### src/rtl/seg7_pkg.sv
// Shared constants and types for the seven-segment scan decoder:
// segment bit positions, the hex pattern table, FSM encoding and sample payload.
package seg7_pkg;

   localparam int unsigned SEG_W      = 7;
   localparam int unsigned AN_W       = 4;
   localparam int unsigned NIB_W      = 4;
   localparam int unsigned NUM_DIGITS = 4;
   localparam int unsigned CNT_W      = 4;

   // Bit positions within a segment word (a is the MSB).
   localparam int unsigned SEG_A = 6;
   localparam int unsigned SEG_B = 5;
   localparam int unsigned SEG_C = 4;
   localparam int unsigned SEG_D = 3;
   localparam int unsigned SEG_E = 2;
   localparam int unsigned SEG_F = 1;
   localparam int unsigned SEG_G = 0;

   // Lit-segment pattern for each hex value, indexed by that value.
   localparam logic [SEG_W-1:0] SEG_PATTERNS [16] = '{
      7'h7E, 7'h30, 7'h6D, 7'h79, 7'h33, 7'h5B, 7'h5F, 7'h70,
      7'h7F, 7'h73, 7'h77, 7'h1F, 7'h4E, 7'h3D, 7'h4F, 7'h47
   };

   typedef enum logic [1:0] {
      ST_WAIT   = 2'd0,
      ST_SETTLE = 2'd1,
      ST_HELD   = 2'd2
   } state_e;

   typedef struct packed {
      logic [SEG_W-1:0] seg;
      logic [AN_W-1:0]  an;
   } sample_t;

   function automatic logic is_onehot(input logic [AN_W-1:0] v);
      return (v != '0) && ((v & (v - AN_W'(1))) == '0);
   endfunction

endpackage

### src/rtl/seg7_pattern_decoder.sv
// Combinational inverse seven-segment lookup: pattern to hex value plus valid.
module seg7_pattern_decoder
   import seg7_pkg::*;
(
   input  logic [SEG_W-1:0] pattern_i,
   output logic [NIB_W-1:0] value_c_o,
   output logic             valid_c_o
);

   always_comb begin
      value_c_o = '0;
      valid_c_o = 1'b0;
      for (int i = 0; i < 16; i++) begin
         if (pattern_i == SEG_PATTERNS[i]) begin
            value_c_o = NIB_W'(i);
            valid_c_o = 1'b1;
         end
      end
   end

endmodule

### src/rtl/seg7_scan_decoder.sv
// Recovers a 4-digit hex frame from a multiplexed seven-segment display scan,
// accepting each digit only after its segment/enable lines have settled.
module seg7_scan_decoder
   import seg7_pkg::*;
#(
   parameter int unsigned STABLE_CYCLES = 4
) (
   input  logic                        clk,
   input  logic                        rst,
   input  logic [SEG_W-1:0]            seg,
   input  logic [AN_W-1:0]             an,
   output logic [NUM_DIGITS*NIB_W-1:0] digits,
   output logic [NUM_DIGITS-1:0]       digit_err,
   output logic                        frame_done,
   output logic                        busy
);

   sample_t                       smp_q, prv_q;
   logic [CNT_W-1:0]              cnt_q, cnt_d;
   state_e                        state_q, state_d;
   logic [NUM_DIGITS*NIB_W-1:0]   shadow_q, shadow_d;
   logic [NUM_DIGITS-1:0]         serr_q, serr_d;
   logic [NUM_DIGITS-1:0]         mask_q, mask_d;
   logic [NUM_DIGITS*NIB_W-1:0]   digits_q, digits_d;
   logic [NUM_DIGITS-1:0]         derr_q, derr_d;
   logic                          done_q, done_d;
   logic                          busy_q;
   logic                          onehot_c, accept_c;
   logic [NIB_W-1:0]              dec_value_c;
   logic                          dec_valid_c;

   assign onehot_c = is_onehot(smp_q.an);

   // Stability count for the current registered sample.
   always_comb begin
      cnt_d = '0;
      if (onehot_c) begin
         if (smp_q != prv_q)
            cnt_d = CNT_W'(1);
         else if (cnt_q < CNT_W'(STABLE_CYCLES))
            cnt_d = cnt_q + CNT_W'(1);
         else
            cnt_d = cnt_q;
      end
   end

   // FSM next state.
   always_comb begin
      state_d = state_q;
      if (!onehot_c) begin
         state_d = ST_WAIT;
      end else begin
         case (state_q)
            ST_WAIT:   if (cnt_d == CNT_W'(1)) state_d = ST_SETTLE;
            ST_SETTLE: if (cnt_d == CNT_W'(STABLE_CYCLES)) state_d = ST_HELD;
            ST_HELD:   if (cnt_d == CNT_W'(1)) state_d = ST_SETTLE;
            default:   state_d = ST_WAIT;
         endcase
      end
   end

   // FSM output: one acceptance per entry into HELD.
   always_comb begin
      accept_c = (state_q == ST_SETTLE) && (state_d == ST_HELD);
   end

   seg7_pattern_decoder u_dec (
      .pattern_i (smp_q.seg),
      .value_c_o (dec_value_c),
      .valid_c_o (dec_valid_c)
   );

   // Shadow frame assembly; the completing write is merged into the outputs.
   always_comb begin
      shadow_d = shadow_q;
      serr_d   = serr_q;
      mask_d   = mask_q;
      digits_d = digits_q;
      derr_d   = derr_q;
      done_d   = 1'b0;
      if (accept_c) begin
         for (int i = 0; i < int'(NUM_DIGITS); i++) begin
            if (smp_q.an[i]) begin
               shadow_d[i*NIB_W +: NIB_W] = dec_valid_c ? dec_value_c : '0;
               serr_d[i]                  = ~dec_valid_c;
               mask_d[i]                  = 1'b1;
            end
         end
         if (mask_d == '1) begin
            digits_d = shadow_d;
            derr_d   = serr_d;
            done_d   = 1'b1;
            mask_d   = '0;
         end
      end
   end

   always_ff @(posedge clk) begin
      if (rst) begin
         smp_q    <= '0;
         prv_q    <= '0;
         cnt_q    <= '0;
         state_q  <= ST_WAIT;
         shadow_q <= '0;
         serr_q   <= '0;
         mask_q   <= '0;
         digits_q <= '0;
         derr_q   <= '0;
         done_q   <= 1'b0;
         busy_q   <= 1'b0;
      end else begin
         smp_q    <= '{seg: seg, an: an};
         prv_q    <= smp_q;
         cnt_q    <= cnt_d;
         state_q  <= state_d;
         shadow_q <= shadow_d;
         serr_q   <= serr_d;
         mask_q   <= mask_d;
         digits_q <= digits_d;
         derr_q   <= derr_d;
         done_q   <= done_d;
         busy_q   <= (state_d == ST_SETTLE);
      end
   end

   assign digits     = digits_q;
   assign digit_err  = derr_q;
   assign frame_done = done_q;
   assign busy       = busy_q;

endmodule

### config.mk
export PLATFORM = sky130hd
export DESIGN_NAME = seg7_scan_decoder
export DESIGN_NICKNAME = d
export VERILOG_FILES = /design/src/rtl/seg7_pkg.sv /design/src/rtl/seg7_pattern_decoder.sv /design/src/rtl/seg7_scan_decoder.sv
export SDC_FILE = /design/constraint.sdc
export NUM_CORES = 1
export LEC_CHECK = 0
export ABC_CLOCK_PERIOD_IN_PS = 3900
export CAP_MARGIN = 15
export CORE_MARGIN = 5
export CORE_UTILIZATION = 25
export DETAILED_ROUTE_END_ITERATION = 8
export PLACE_DENSITY_LB_ADDON = 0.1
export SLEW_MARGIN = 20
export SYNTH_ARGS = -nofsm -noshare
export SYNTH_HDL_FRONTEND = slang
export SYNTH_SLANG_ARGS = --single-unit
export TNS_END_PERCENT = 5
### constraint.sdc
create_clock -name clk -period 3.9 [get_ports clk]
set_input_delay 0.78 -clock clk [delete_from_list [all_inputs] [get_ports clk]]
set_output_delay 0.78 -clock clk [all_outputs]
set_load 0.01 [all_outputs]
Word-level counts from Yosys, hierarchy flattened

Cells that the tools add are included.

Bitwise logic cells: 3
Reduce and logical (&&, ||, !) cells: 8
Eq/ne operators: 24
$lt $le $gt $ge: 1
Add/sub/neg operators: 2
Multiplexer cells: 57

Operators with widths:

| kind                                                        | count |
|---|---|
| equality test 7 bit (second input constant)                 | 12 |
| two-way mux 4 bit                                           | 17 |
| two-way mux 1 bit                                           | 30 |
| equality test 7 x 6 -> 1 bit (second input constant)        | 3 |
| two-way mux 3 bit                                           | 4 |
| != test 11 bit                                              | 1 |
| two-way mux 2 bit                                           | 5 |
| equality test 7 x 5 -> 1 bit (second input constant)        | 1 |
| adder 4 x 1 -> 4 bit (second input constant)                | 1 |
| AND 4 bit                                                   | 1 |
| equality test 2 x 1 -> 1 bit (second input constant)        | 2 |
| equality test 2 bit (second input constant)                 | 2 |
| equality test 4 x 1 -> 1 bit (second input constant)        | 1 |
| equality test 4 x 3 -> 1 bit (second input constant)        | 1 |
| equality test 4 bit (second input constant)                 | 1 |
| zero test 4 bit                                             | 1 |
| less-than comparator 4 x 3 -> 1 bit (second input constant) | 1 |
| case mux 2 bit (2 select lines)                             | 1 |
| nonzero test 4 bit                                          | 1 |
| OR reduction 2 bit                                          | 2 |
| subtractor 4 x 1 -> 4 bit (second input constant)           | 1 |
| logical AND 1 bit                                           | 2 |
| zero test 2 bit                                             | 1 |
| NOT 1 bit                                                   | 2 |
| AND reduction 2 bit                                         | 1 |

Flip-flop bits (word level): 74
Input port bits: 13
Logic and storage cells: 108
Output and inout port bits: 22

Longest topological paths before layout

Gate-level depths: netlist (run 1).

Depth after elaboration: 19
Depth in mapped cells: 10

Cells and area by module

From an unflattened synthesis (run 1), not the netlist that was laid out.

Cell total of the unflattened synthesis: 373
Area, all modules: 3557.2 sq um

Modules (own cells, without submodules):

| module               | cells an instance | area each (sq um) | times used |
|---|---|---|---|
| seg7_scan_decoder    | 317               | 3148.0            | 1 |
| seg7_pattern_decoder | 56                | 409.1             | 1 |

Worst setup path after synthesis (run 1)

Ideal clock, no wire load.

Path type: register to register
From: reg cnt_q[0]
To: reg shadow_q[13]
Data arrival time: 1.894 ns
Setup slack: 1.879 ns
Path buffers: 2
Setup time: 0.128 ns
Stages on the path, launching flop included: 10
Cells stage by stage: dfxtp_1 > ha_1 > mux2_2 > nor3_1 > and2_1 > buf_4 > and4_1 > buf_6 > mux2i_1 > nor2_1

Cells in the longest elaborated chain, start to end: 10

RTL lines:

| what                                                                         | line                                                                      | source |
|---|---|---|
| start, declared                                                              | seg7_scan_decoder.sv:19                                                   | `logic [CNT_W-1:0] cnt_q, cnt_d;` |
| start signal, assigned                                                       | seg7_scan_decoder.sv:114                                                  | `cnt_q <= cnt_d;` |
| adder 4 x 1 -> 4 bit or less-than comparator 4 x 3 -> 1 bit (tied branches)  | seg7_scan_decoder.sv:41, seg7_scan_decoder.sv:40                          |  |
| two-way mux 4 bit *                                                          | seg7_scan_decoder.sv:40                                                   | `else if (cnt_q < CNT_W'(STABLE_CYCLES))` |
| two-way mux 4 bit *                                                          | seg7_scan_decoder.sv:38                                                   | `if (smp_q != prv_q)` |
| two-way mux 4 bit *                                                          | seg7_scan_decoder.sv:37                                                   | `if (onehot_c) begin` |
| equality test 4 x 1 -> 1 bit or equality test 4 x 3 -> 1 bit (tied branches) | seg7_scan_decoder.sv:54, seg7_scan_decoder.sv:56, seg7_scan_decoder.sv:55 |  |
| two-way mux 2 bit, on equally long branches                                  | seg7_scan_decoder.sv:54, seg7_scan_decoder.sv:56, seg7_scan_decoder.sv:55 |  |
| case mux 2 bit (2 select lines) *                                            | seg7_scan_decoder.sv:53                                                   | `case (state_q)` |
| two-way mux 2 bit *                                                          | seg7_scan_decoder.sv:50                                                   | `if (!onehot_c) begin` |
| equality test 2 bit *                                                        | seg7_scan_decoder.sv:64                                                   | `accept_c = (state_q == ST_SETTLE) && (state_d == ST_HELD);` |
| logical AND 1 bit *                                                          | seg7_scan_decoder.sv:64                                                   |  |
| end signal, assigned                                                         | seg7_scan_decoder.sv:116                                                  | `shadow_q <= shadow_d;` |
| end, declared                                                                | seg7_scan_decoder.sv:21                                                   | `logic [NUM_DIGITS*NIB_W-1:0] shadow_q, shadow_d;` |

Mark *: on every way between the ends. The rest lies on a longest branch, timed or not.
A chain may end at the register's enable or synchronous reset.

Final worst setup path (run 1)

From: reg smp_q[3] in the netlist's numbering
To: reg digits_q[6], in the netlist digits[6]

Cells in the longest elaborated chain, start to end: 12

RTL lines:

| what                                                                         | line                                                                      | source |
|---|---|---|
| start, declared                                                              | seg7_scan_decoder.sv:18                                                   | `sample_t smp_q, prv_q;` |
| start signal, assigned                                                       | seg7_scan_decoder.sv:112                                                  | `smp_q <= '{seg: seg, an: an};` |
| subtractor 4 x 1 -> 4 bit                                                    | seg7_pkg.sv:38                                                            | `return (v != '0) && ((v & (v - AN_W'(1))) == '0);` |
| AND 4 bit                                                                    | seg7_pkg.sv:38                                                            |  |
| zero test 4 bit                                                              | seg7_pkg.sv:38                                                            |  |
| logical AND 1 bit                                                            | seg7_pkg.sv:38                                                            |  |
| two-way mux 4 bit                                                            | seg7_scan_decoder.sv:37                                                   |  |
| equality test 4 x 1 -> 1 bit or equality test 4 x 3 -> 1 bit (tied branches) | seg7_scan_decoder.sv:54, seg7_scan_decoder.sv:56, seg7_scan_decoder.sv:55 |  |
| two-way mux 2 bit, on equally long branches                                  | seg7_scan_decoder.sv:54, seg7_scan_decoder.sv:56, seg7_scan_decoder.sv:55 |  |
| case mux 2 bit (2 select lines)                                              | seg7_scan_decoder.sv:53                                                   |  |
| two-way mux 2 bit                                                            | seg7_scan_decoder.sv:50                                                   |  |
| equality test 2 bit                                                          | seg7_scan_decoder.sv:64                                                   |  |
| logical AND 1 bit                                                            | seg7_scan_decoder.sv:64                                                   |  |
| AND reduction 2 bit (no source line) *                                       | -                                                                         |  |
| end signal, assigned                                                         | seg7_scan_decoder.sv:119                                                  | `digits_q <= digits_d;` |
| end, declared                                                                | seg7_scan_decoder.sv:24                                                   | `logic [NUM_DIGITS*NIB_W-1:0] digits_q, digits_d;` |

Mark *: on every way between the ends. The rest lies on a longest branch, timed or not. The select of a mux whose other input is x is not followed.

==> impl_metrics.env, run 1 <==
export IMPL_status="finished, final reports clean"
export IMPL_start_util_pct=25.6
export IMPL_firstDrtPassIters=4
export IMPL_hpwlAfterDp_um=5200
export IMPL_max_cap_violations=0
export IMPL_dieArea_mm2=0.0154
export IMPL_min_path_cells=2
export IMPL_via_per_inst=4.52
export IMPL_nets=382
export IMPL_initialDrtViolationCount=115
export IMPL_via_count=2465
export IMPL_grt_max_degree=33
export IMPL_startpoint_type="register"
export IMPL_die_h_um=124
export IMPL_place_area_mm2=0.00369
export IMPL_syn_inst=345
export IMPL_cp_data_arrival_time_ps=2770
export IMPL_crit_end="digits[6]$_SDFFE_PP0P_"
export IMPL_cts_buffer_depth=2
export IMPL_setup_tns_ps=0
export IMPL_place_inst=529
export IMPL_crit_start="smp_q[3]$_SDFF_PP0_"
export IMPL_syn_area_per_cell_um2=9.44
export IMPL_postCtsHoldBufs=0
export IMPL_drv_slew=0
export IMPL_max_slew_worst_pin_slew_ps=780
export IMPL_utilization_pct=31.8
export IMPL_clock_sinks=74
export IMPL_cts_made_buffers=9
export IMPL_clock_skew_ps=5.56
export IMPL_gp_congestion=0.768
export IMPL_maxSlewHeadroom_pct=48.0
export IMPL_critPathKind="register to register"
export IMPL_cts_root_buf="clkbuf_16"
export IMPL_antenna_found_initial=0
export IMPL_cp_end_kind="register"
export IMPL_layout_drive_gt1_share_pct=8.85
export IMPL_critical_path_required_ps=4160
export IMPL_power_leakage_nw=1.52
export IMPL_synth_edf_count=0
export IMPL_grt_pass1_vias=2351
export IMPL_vdd_drop_max_mv=0.267
export IMPL_clock_tree_htree_level_count=3
export IMPL_regToRegSetupSlack_ps=1390
export IMPL_synth_top_area_share_pct=45.5
export IMPL_power_density_mw_per_mm2=461
export IMPL_clock_fmax_ghz=0.399
export IMPL_fin_crit_ps=2510
export IMPL_reg2reg_to="digits[6]$_SDFFE_PP0P_"
export IMPL_nFillCells=1351
export IMPL_core_area_mm2=0.0127
export IMPL_antennaDiodeCount=0
export IMPL_grt_pass1_wl_um=13000
export IMPL_final_cell_mix="dfxtp_1 (74), mux2i_1 (37), clkdlybuf4s50_1 (33)"
export IMPL_wirelength_um=7910
export IMPL_r2r_start="smp_q[3]$_SDFF_PP0_"
export IMPL_cts_repair_resized=0
export IMPL_final_antenna_net_count=0
export IMPL_finalHoldViolCount=0
export IMPL_synth_area_mm2=0.00326
export IMPL_stdcell_count=545
export IMPL_routedWlPerCell_um=14.5
export IMPL_synthesis_nets=359
export IMPL_cts_tree="built"
export IMPL_worstHoldPathType="register to register"
export IMPL_area_growth_pct=24.2
export IMPL_grt_usage_pct=11.3
export IMPL_seq_area_frac_synth_pct=45.5
export IMPL_yosysUniqueCellTypes=51
export IMPL_whs_ps=448
export IMPL_p_total_mw=1.86
export IMPL_drc=0
export IMPL_io_buffers=34
export IMPL_clkLatencyLatePin_ps=340
export IMPL_num_rows=41
export IMPL_final_common_cell="dfxtp_1"
export IMPL_finalSetupViolCount=0
export IMPL_dp_slack_ps=1280
export IMPL_final_area_mm2=0.00405
export IMPL_fin_crit_sh_pct=64.3
export IMPL_postCtsSetupRepairBufs=0
export IMPL_ys_seq_elements=74
export IMPL_chipWidth_um=124
export IMPL_synth_top_cell_by_area="dfxtp_1"
export IMPL_io_pins=35
export IMPL_clk_pin_slew_worst_paths_ps=60
export IMPL_grt_setup_unrepaired="false"
export IMPL_reg2regPathDepth=6
export IMPL_synth_area_leaders="dfxtp_1 (45%), mux2i_1 (11%), nor2b_1 (5.0%), xnor2_1 (3.5%), nor2_1 (3.2%)"
export IMPL_synthArstFlopShare_pct=0
export IMPL_yosysWarningCount=0
export IMPL_ys_flop_type="dfxtp_1"
export IMPL_crit_fanout=16
export IMPL_overflow=0
export IMPL_layout_setup_ws_ps=1390
==> sequential cells by signal, summed over array words and instances, names as in the netlist <==
signal	flops
busy	1
cnt_q	4
digit_err	4
digits	16
frame_done	1
mask_q	4
prv_q	11
serr_q	4
shadow_q	16
smp_q	11
state_q	2
==> kinds of logic after synthesis <==
family | count (synthesis) | synth area share (%)
muxes | 38 | 11.7
and+or+nand+nor | 133 | 23.0
AOI/OAI and AO/OA | 55 | 10.9
DFF | 74 | 45.5
xor gates and xnor gates | 14 | 3.76
adders and majority gates | 1 | 0.384
buffers and inverters | 30 | 4.76
==> Yosys cell counts (5+ instances only) <==
| cell | count |
|---|---|
| buf_2 | 10 |
| o21ai_0 | 19 |
| mux2i_1 | 37 |
| nor2b_1 | 26 |
| a21oi_1 | 10 |
| nand2b_1 | 9 |
| dfxtp_1 | 74 |
| xnor2_1 | 13 |
| nand2_1 | 27 |
| nor3_1 | 6 |
| nor2_1 | 28 |
| clkbuf_1 | 10 |
| nand3b_1 | 6 |
| inv_1 | 5 |
| nor4b_1 | 5 |
==> layout make-up <==
cell class | count | area, µm² | share of cell area, %
Timing Repair Buffer | 37 | 358 | 8.84
Tap cell | 172 | 215 | 5.32
Multi-Input combinational cell | 241 | 1620 | 40.1
Inverter | 5 | 18.8 | 0.464
Sequential cell | 74 | 1480 | 36.6
Clock inverter | 5 | 100 | 2.47
Clock buffer | 11 | 253 | 6.24
==> routing by layer <==
metal / up-vias / share of wire, % / track usage (%)
li1: 1246 / - / -
met1: 1151 / 49 / 15.3
met2: 54 / 44 / 16.2
met3: 14 / 5.3 / 4.63
met4: 0 / 1.6 / 4.18
met5: - / 0 / 0
==> worst min-delay path by stage <==
stage | from | endpoint | slack (ps)
after global routing | mask_q[2]$_SDFFE_PP0P_ | mask_q[2]$_SDFFE_PP0P_ | 470
final | mask_q[2]$_SDFFE_PP0P_ | mask_q[2]$_SDFFE_PP0P_ | 450
after global placement | mask_q[2]$_SDFFE_PP0P_ | mask_q[2]$_SDFFE_PP0P_ | 440
after detailed placement | mask_q[0]$_SDFFE_PP0P_ | mask_q[0]$_SDFFE_PP0P_ | 440
after CTS | mask_q[0]$_SDFFE_PP0P_ | mask_q[0]$_SDFFE_PP0P_ | 450
after floorplan | mask_q[0]$_SDFFE_PP0P_ | mask_q[0]$_SDFFE_PP0P_ | 430
==> worst max-delay path, cell delays in order (launching register included) <==
cell	delay, ps
dfxtp_1	750
xor2_1	170
a211oi_2	450
nor2_4	160
a41oi_2	680
nand2_1	110
o21ai_0	100
==> report_power, final <==
part / switching [mW] / leakage (nW) / internal (mW) / total, mW
sequential: 0.0302 / 0.601 / 0.770 / 0.800
combinational: 0.0418 / 0.745 / 0.0454 / 0.0873
clock: 0.320 / 0.176 / 0.657 / 0.978
Note: power is estimated with default switching activity, not from simulation.
==> run 2, diff against run 1 <==
--- a/config.mk
+++ b/config.mk
@@ -5,7 +5,7 @@
 export SDC_FILE = /design/constraint.sdc
 export NUM_CORES = 1
 export LEC_CHECK = 0
-export ABC_CLOCK_PERIOD_IN_PS = 3900
+export ABC_CLOCK_PERIOD_IN_PS = 2530
 export CAP_MARGIN = 15
 export CORE_MARGIN = 5
 export CORE_UTILIZATION = 25
==> constraint.sdc (replaced) <==
create_clock -name clk -period 2.53 [get_ports clk]
set_input_delay 0.506 -clock clk [delete_from_list [all_inputs] [get_ports clk]]
set_output_delay 0.506 -clock clk [all_outputs]
set_load 0.01 [all_outputs]
==> run 2 against run 1 <==
Final cell count increased by 2.2%. Largest power group is now registers. Clock skew increased by 2.2 ps. Wire length increased by 1.9%. Sequential share of layout area unchanged. Final area unchanged. Sequential cell count unchanged. Sequential power increased by 52%. Fmax increased by 8.1%.
==> impl_metrics.env, run 2 (same netlist as run 1, synthesis figures left out) <==
export IMPL_crit_slowest_cell="and4_2"
export IMPL_drv_slew=0
export IMPL_io_pins=35
export IMPL_cts_root_buf="clkbuf_16"
export IMPL_path_cells="ha_1 > mux2_2 > nor3_1 > and2_1 > and4_2 > mux2i_1 > nor2_1"
export IMPL_initialDrtViolationCount=112
export IMPL_via_count=2487
export IMPL_finalSetupViolCount=0
export IMPL_routedWlPerCell_um=14.5
export IMPL_grt_pass1_wl_um=13200
export IMPL_die_h_um=124
export IMPL_max_slew_worst_pin_slew_ps=492
export IMPL_firstDrtPassIters=4
export IMPL_grt_usage_pct=11.5
export IMPL_antenna_found_initial=0
export IMPL_critPathKind="register to register"
export IMPL_postCtsSetupRepairBufs=0
export IMPL_fin_crit_ps=2320
export IMPL_num_rows=41
export IMPL_clock_sinks=74
export IMPL_setup_tns_ps=0
export IMPL_clock_skew_ps=7.76
export IMPL_p_comb_share_pct=6.7
export IMPL_finalHoldViolCount=0
export IMPL_switchingPower_uw=589
export IMPL_clkLatencyLatePin_ps=340
export IMPL_final_antenna_net_count=0
export IMPL_gp_congestion=0.788
export IMPL_switching_share_pct=23.4
export IMPL_grt_pass1_vias=2504
export IMPL_whs_ps=445
export IMPL_max_cap_violations=0
export IMPL_cpPeakStageDelay_ps=400
export IMPL_overflow=0
export IMPL_vdd_drop_max_mv=0.270
export IMPL_final_cell_mix="dfxtp_1 (74), mux2i_1 (37), clkdlybuf4s50_1 (33)"
export IMPL_chipWidth_um=124
export IMPL_grt_setup_unrepaired="false"
export IMPL_area_growth_pct=24.2
export IMPL_start_util_pct=25.6
export IMPL_p_seq_share_pct=48.4
export IMPL_reg2regPathDepth=7
export IMPL_grt_max_degree=33
export IMPL_worstHoldPathType="register to register"
export IMPL_power_frac_clock_pct=44.9
export IMPL_critical_path_required_ps=2750
export IMPL_fin_crit_sh_pct=91.7
export IMPL_layout_drive_gt1_share_pct=11.2
export IMPL_nets=395
export IMPL_dieArea_mm2=0.0154
export IMPL_cp_end_kind="register"
export IMPL_status="finished, final reports clean"
export IMPL_internal_power_mw=1.93
export IMPL_io_buffers=34
export IMPL_wirelength_um=8060
export IMPL_regToRegSetupSlack_ps=210
export IMPL_startpoint_type="register"
export IMPL_hpwlAfterDp_um=5570
export IMPL_final_common_cell="dfxtp_1"
export IMPL_clock_fmax_ghz=0.431
export IMPL_min_path_cells=2
export IMPL_cp_data_arrival_time_ps=2540
export IMPL_cts_buffer_depth=2
export IMPL_drc=0
export IMPL_power_leakage_nw=1.53
export IMPL_via_per_inst=4.46
export IMPL_clk_pin_slew_worst_paths_ps=60
export IMPL_core_area_mm2=0.0127
export IMPL_cts_tree="built"
export IMPL_antennaDiodeCount=0
export IMPL_crit_fanout=7
export IMPL_clock_tree_htree_level_count=3
export IMPL_power_density_mw_per_mm2=621
export IMPL_cts_made_buffers=9
export IMPL_maxSlewHeadroom_pct=67.1
[run 2: cell count changes in the layout (fill, tap and decap cells not counted), sizes merged]
cell	change
buf	+13
bufinv	-3
clkbuf	+1
clkinvlp	+1
[run 2: power by group through the flow]
stage | clock [mW] | combinational, mW | sequential (mW)
6_report | 1.13 | 0.169 | 1.22
3_5_place_dp | 0 | 0.171 | 1.24
4_1_cts | 1.17 | 0.172 | 1.22
2_1_floorplan | 0 | 0.126 | 1.22
5_1_grt | 1.23 | 0.188 | 1.22
3_3_place_gp | 0 | 0.172 | 1.24
[run 2: metal layers]
metal / global-route usage (%) / vias to the layer above / wire length, µm
met5: 0 / - / 0
met4: 5.95 / 0 / 188
met3: 2.86 / 12 / 276
li1: - / 1274 / -
met1: 15.8 / 1164 / 4160
met2: 16.5 / 37 / 3440
[run 2: cell type report]
type	instances	area [µm²]
fill	1381	8670
multi-input combinational	241	1620
sequential	74	1480
timing repair buffer	50	455
clock buffer	12	236
tap	172	215
inverter	5	18.8
clock inverter	3	17.5
[run 2: path summary, 6_finish.rpt]
| check | from | to |
|---|---|---|
| worst min register to register | mask_q[1]$_SDFFE_PP0P_ | mask_q[1]$_SDFFE_PP0P_ |
| worst min-delay path | mask_q[1]$_SDFFE_PP0P_ | mask_q[1]$_SDFFE_PP0P_ |
| worst max register to register | cnt_q[0]$_SDFF_PP0_ | shadow_q[12]$_SDFFE_PP0P_ |
| worst max-delay path | cnt_q[0]$_SDFF_PP0_ | shadow_q[12]$_SDFFE_PP0P_ |
[run 2: per-stage QoR]
stage,total power [mW],setup slack (ps),instance area [µm²],instances,util (%)
floorplan,1.35,509,3260,345,-
global placement,1.41,209,3790,542,29.8
detailed placement,1.41,157,3790,542,29.8
CTS,2.56,145,4050,557,31.8
global route,2.64,56.3,4050,557,31.8
finish,2.51,209,4050,557,31.8
[run 2: critical path, delay by kind of cell (launching register included)]
family	cells	cell delay, ps
fa+ha+maj	1	310
flops	1	320
mux	2	510
simple gates	4	1070
[run 2: repair_timing]
action | 4_1_cts | 5_1_grt
endpoints found under the setup margin | 0 | 1
hold buffers | 0 | 0
gates resized for setup | 0 | 1
==> run 3, diff against run 2 <==
--- a/config.mk
+++ b/config.mk
@@ -7,10 +7,12 @@
 export LEC_CHECK = 0
 export ABC_CLOCK_PERIOD_IN_PS = 2530
 export CAP_MARGIN = 15
+export CELL_PAD_IN_SITES_DETAIL_PLACEMENT = 2
+export CELL_PAD_IN_SITES_GLOBAL_PLACEMENT = 2
 export CORE_MARGIN = 5
 export CORE_UTILIZATION = 25
 export DETAILED_ROUTE_END_ITERATION = 8
-export PLACE_DENSITY_LB_ADDON = 0.1
+export PLACE_DENSITY = 0.65
 export SLEW_MARGIN = 20
 export SYNTH_ARGS = -nofsm -noshare
 export SYNTH_HDL_FRONTEND = slang
==> run 3 against run 2 <==
Clock power increased by 12%. Final area increased by 1.3%. Core utilization increased by 0.41 points. Sequential power about the same.
==> impl_metrics.env, run 3 (same netlist as run 1, synthesis figures left out) <==
export IMPL_dieArea_mm2=0.0154
export IMPL_via_per_inst=4.71
export IMPL_initialDrtViolationCount=85
export IMPL_grt_usage_pct=12.7
export IMPL_maxSlewHeadroom_pct=65.7
export IMPL_clock_tree_htree_level_count=3
export IMPL_setup_tns_ps=0
export IMPL_overflow=0
export IMPL_reg2reg_to="shadow_q[15]$_SDFFE_PP0P_"
export IMPL_drc=0
export IMPL_grt_max_degree=26
export IMPL_wl_met2_um=4280
export IMPL_grt_setup_unrepaired="false"
export IMPL_clock_skew_ps=5.32
export IMPL_antenna_found_initial=0
export IMPL_layout_drive_gt1_share_pct=11.7
export IMPL_reg2regPathDepth=7
export IMPL_status="finished, final reports clean"
export IMPL_fin_crit_sh_pct=92.8
export IMPL_die_h_um=124
export IMPL_utilization_pct=32.2
export IMPL_core_area_mm2=0.0127
export IMPL_clock_sinks=74
export IMPL_drv_slew=0
export IMPL_critical_path_required_ps=2760
export IMPL_firstDrtPassIters=4
export IMPL_max_slew_worst_pin_slew_ps=513
export IMPL_min_delay_start="mask_q[0]$_SDFFE_PP0P_"
export IMPL_finalSetupViolCount=0
export IMPL_hpwlAfterDp_um=6400
export IMPL_cts_tree="built"
export IMPL_final_antenna_net_count=0
export IMPL_final_cell_mix="dfxtp_1 (74), mux2i_1 (37), clkdlybuf4s50_1 (33)"
export IMPL_clock_fmax_ghz=0.426
export IMPL_start_util_pct=25.6
export IMPL_num_rows=41
export IMPL_routedWlPerCell_um=16.1
export IMPL_r2r_start="cnt_q[0]$_SDFF_PP0_"
export IMPL_power_leakage_nw=1.56
export IMPL_fin_crit_ps=2350
export IMPL_worstHoldPathType="register to register"
export IMPL_gp_congestion=0.802
export IMPL_whs_ps=453
export IMPL_highest_layer="met4"
export IMPL_min_path_cells=2
export IMPL_regToRegSetupSlack_ps=180
export IMPL_grt_pass1_vias=2863
export IMPL_io_buffers=34
export IMPL_grt_pass1_wl_um=14900
export IMPL_io_pins=35
export IMPL_cts_made_buffers=9
export IMPL_via_count=2628
export IMPL_critPathKind="register to register"
export IMPL_finalHoldViolCount=0
export IMPL_wl_met3_um=273
export IMPL_min_to="mask_q[0]$_SDFFE_PP0P_"
export IMPL_cp_end_kind="register"
export IMPL_wirelength_met1_um=4200
export IMPL_final_area_mm2=0.00410
export IMPL_place_area_mm2=0.00381
export IMPL_cts_buffer_depth=2
export IMPL_clkLatencyLatePin_ps=340
export IMPL_wirelength_um=8970
export IMPL_crit_fanout=7
export IMPL_power_density_mw_per_mm2=649
export IMPL_vdd_drop_max_mv=0.356
export IMPL_final_common_cell="dfxtp_1"
export IMPL_cts_root_buf="clkbuf_16"
export IMPL_startpoint_type="register"
export IMPL_max_cap_violations=0
export IMPL_clk_pin_slew_worst_paths_ps=60
export IMPL_postCtsHoldBufs=0
export IMPL_area_growth_pct=25.8
export IMPL_nets=396
export IMPL_chipWidth_um=124
export IMPL_cp_data_arrival_time_ps=2570
export IMPL_antennaDiodeCount=0
run 3: changes by cell type in the layout (fill, tap and decap cells not counted), sizes merged:
cell      change
buf           +1
bufinv        +1
clkinvlp      -1
run 3: area by class of cell:
type | instances | area, µm²
flip-flops and latches | 74 | 1480
fillers | 1466 | 8620
inverters | 5 | 18.8
repair buffers | 51 | 475
clock inverters | 3 | 40.0
well taps | 172 | 215
clock buffers | 12 | 246
multi-input cells | 241 | 1620
run 3: stage by stage:
| step | instances | worst slack, ps | power, mW |
|---|---|---|---|
| finish | 558 | 182 | 2.66 |
| global placement | 543 | 228 | 1.41 |
| detailed placement | 543 | 89.2 | 1.42 |
| global route | 558 | 56.9 | 2.77 |
| floorplan | 345 | 509 | 1.35 |
| CTS | 558 | 98.6 | 2.71 |
run 3: how the worst max path moves through the flow:
stage                                   start  cells after the start                   endpoint  slack [ps]
after global placement    cnt_q[0]$_SDFF_PP0_                      7  shadow_q[13]$_SDFFE_PP0P_         230
final                     cnt_q[0]$_SDFF_PP0_                      7  shadow_q[15]$_SDFFE_PP0P_         180
after global routing      cnt_q[0]$_SDFF_PP0_                      7  shadow_q[13]$_SDFFE_PP0P_          60
after CTS                 cnt_q[0]$_SDFF_PP0_                      7  shadow_q[13]$_SDFFE_PP0P_         100
after floorplan           cnt_q[0]$_SDFF_PP0_                      9  shadow_q[13]$_SDFFE_PP0P_         510
after detailed placement  cnt_q[0]$_SDFF_PP0_                      7  shadow_q[15]$_SDFFE_PP0P_          90
run 3: timing repair:
| action | CTS | global route |
|---|---|---|
| buffers inserted | 0 | 0 |
| setup endpoints to repair | 0 | 1 |
| resized for setup | 0 | 1 |
run 3: metal layers:
| metal | GRT usage (%) | vias to the layer above |
|---|---|---|
| met5 | 0 | - |
| met4 | 6.09 | 0 |
| met3 | 2.95 | 14 |
| met2 | 20.6 | 36 |
| met1 | 15.8 | 1309 |
| li1 | - | 1269 |
run 3: where the power goes:
part / internal, mW / switching (mW) / leakage (nW)
Clock: 0.782 / 0.485 / 0.142
Sequential: 1.19 / 0.0295 / 0.601
Combinational: 0.0855 / 0.0904 / 0.819
run 3: worst max-delay path: stages, from the launching register on:
cell     delay (ps)
dfxtp_1         330
ha_1            310
mux2_2          310
nor3_1          220
and2_1          370
and4_2          420
mux2i_1         220
nor2_1           60
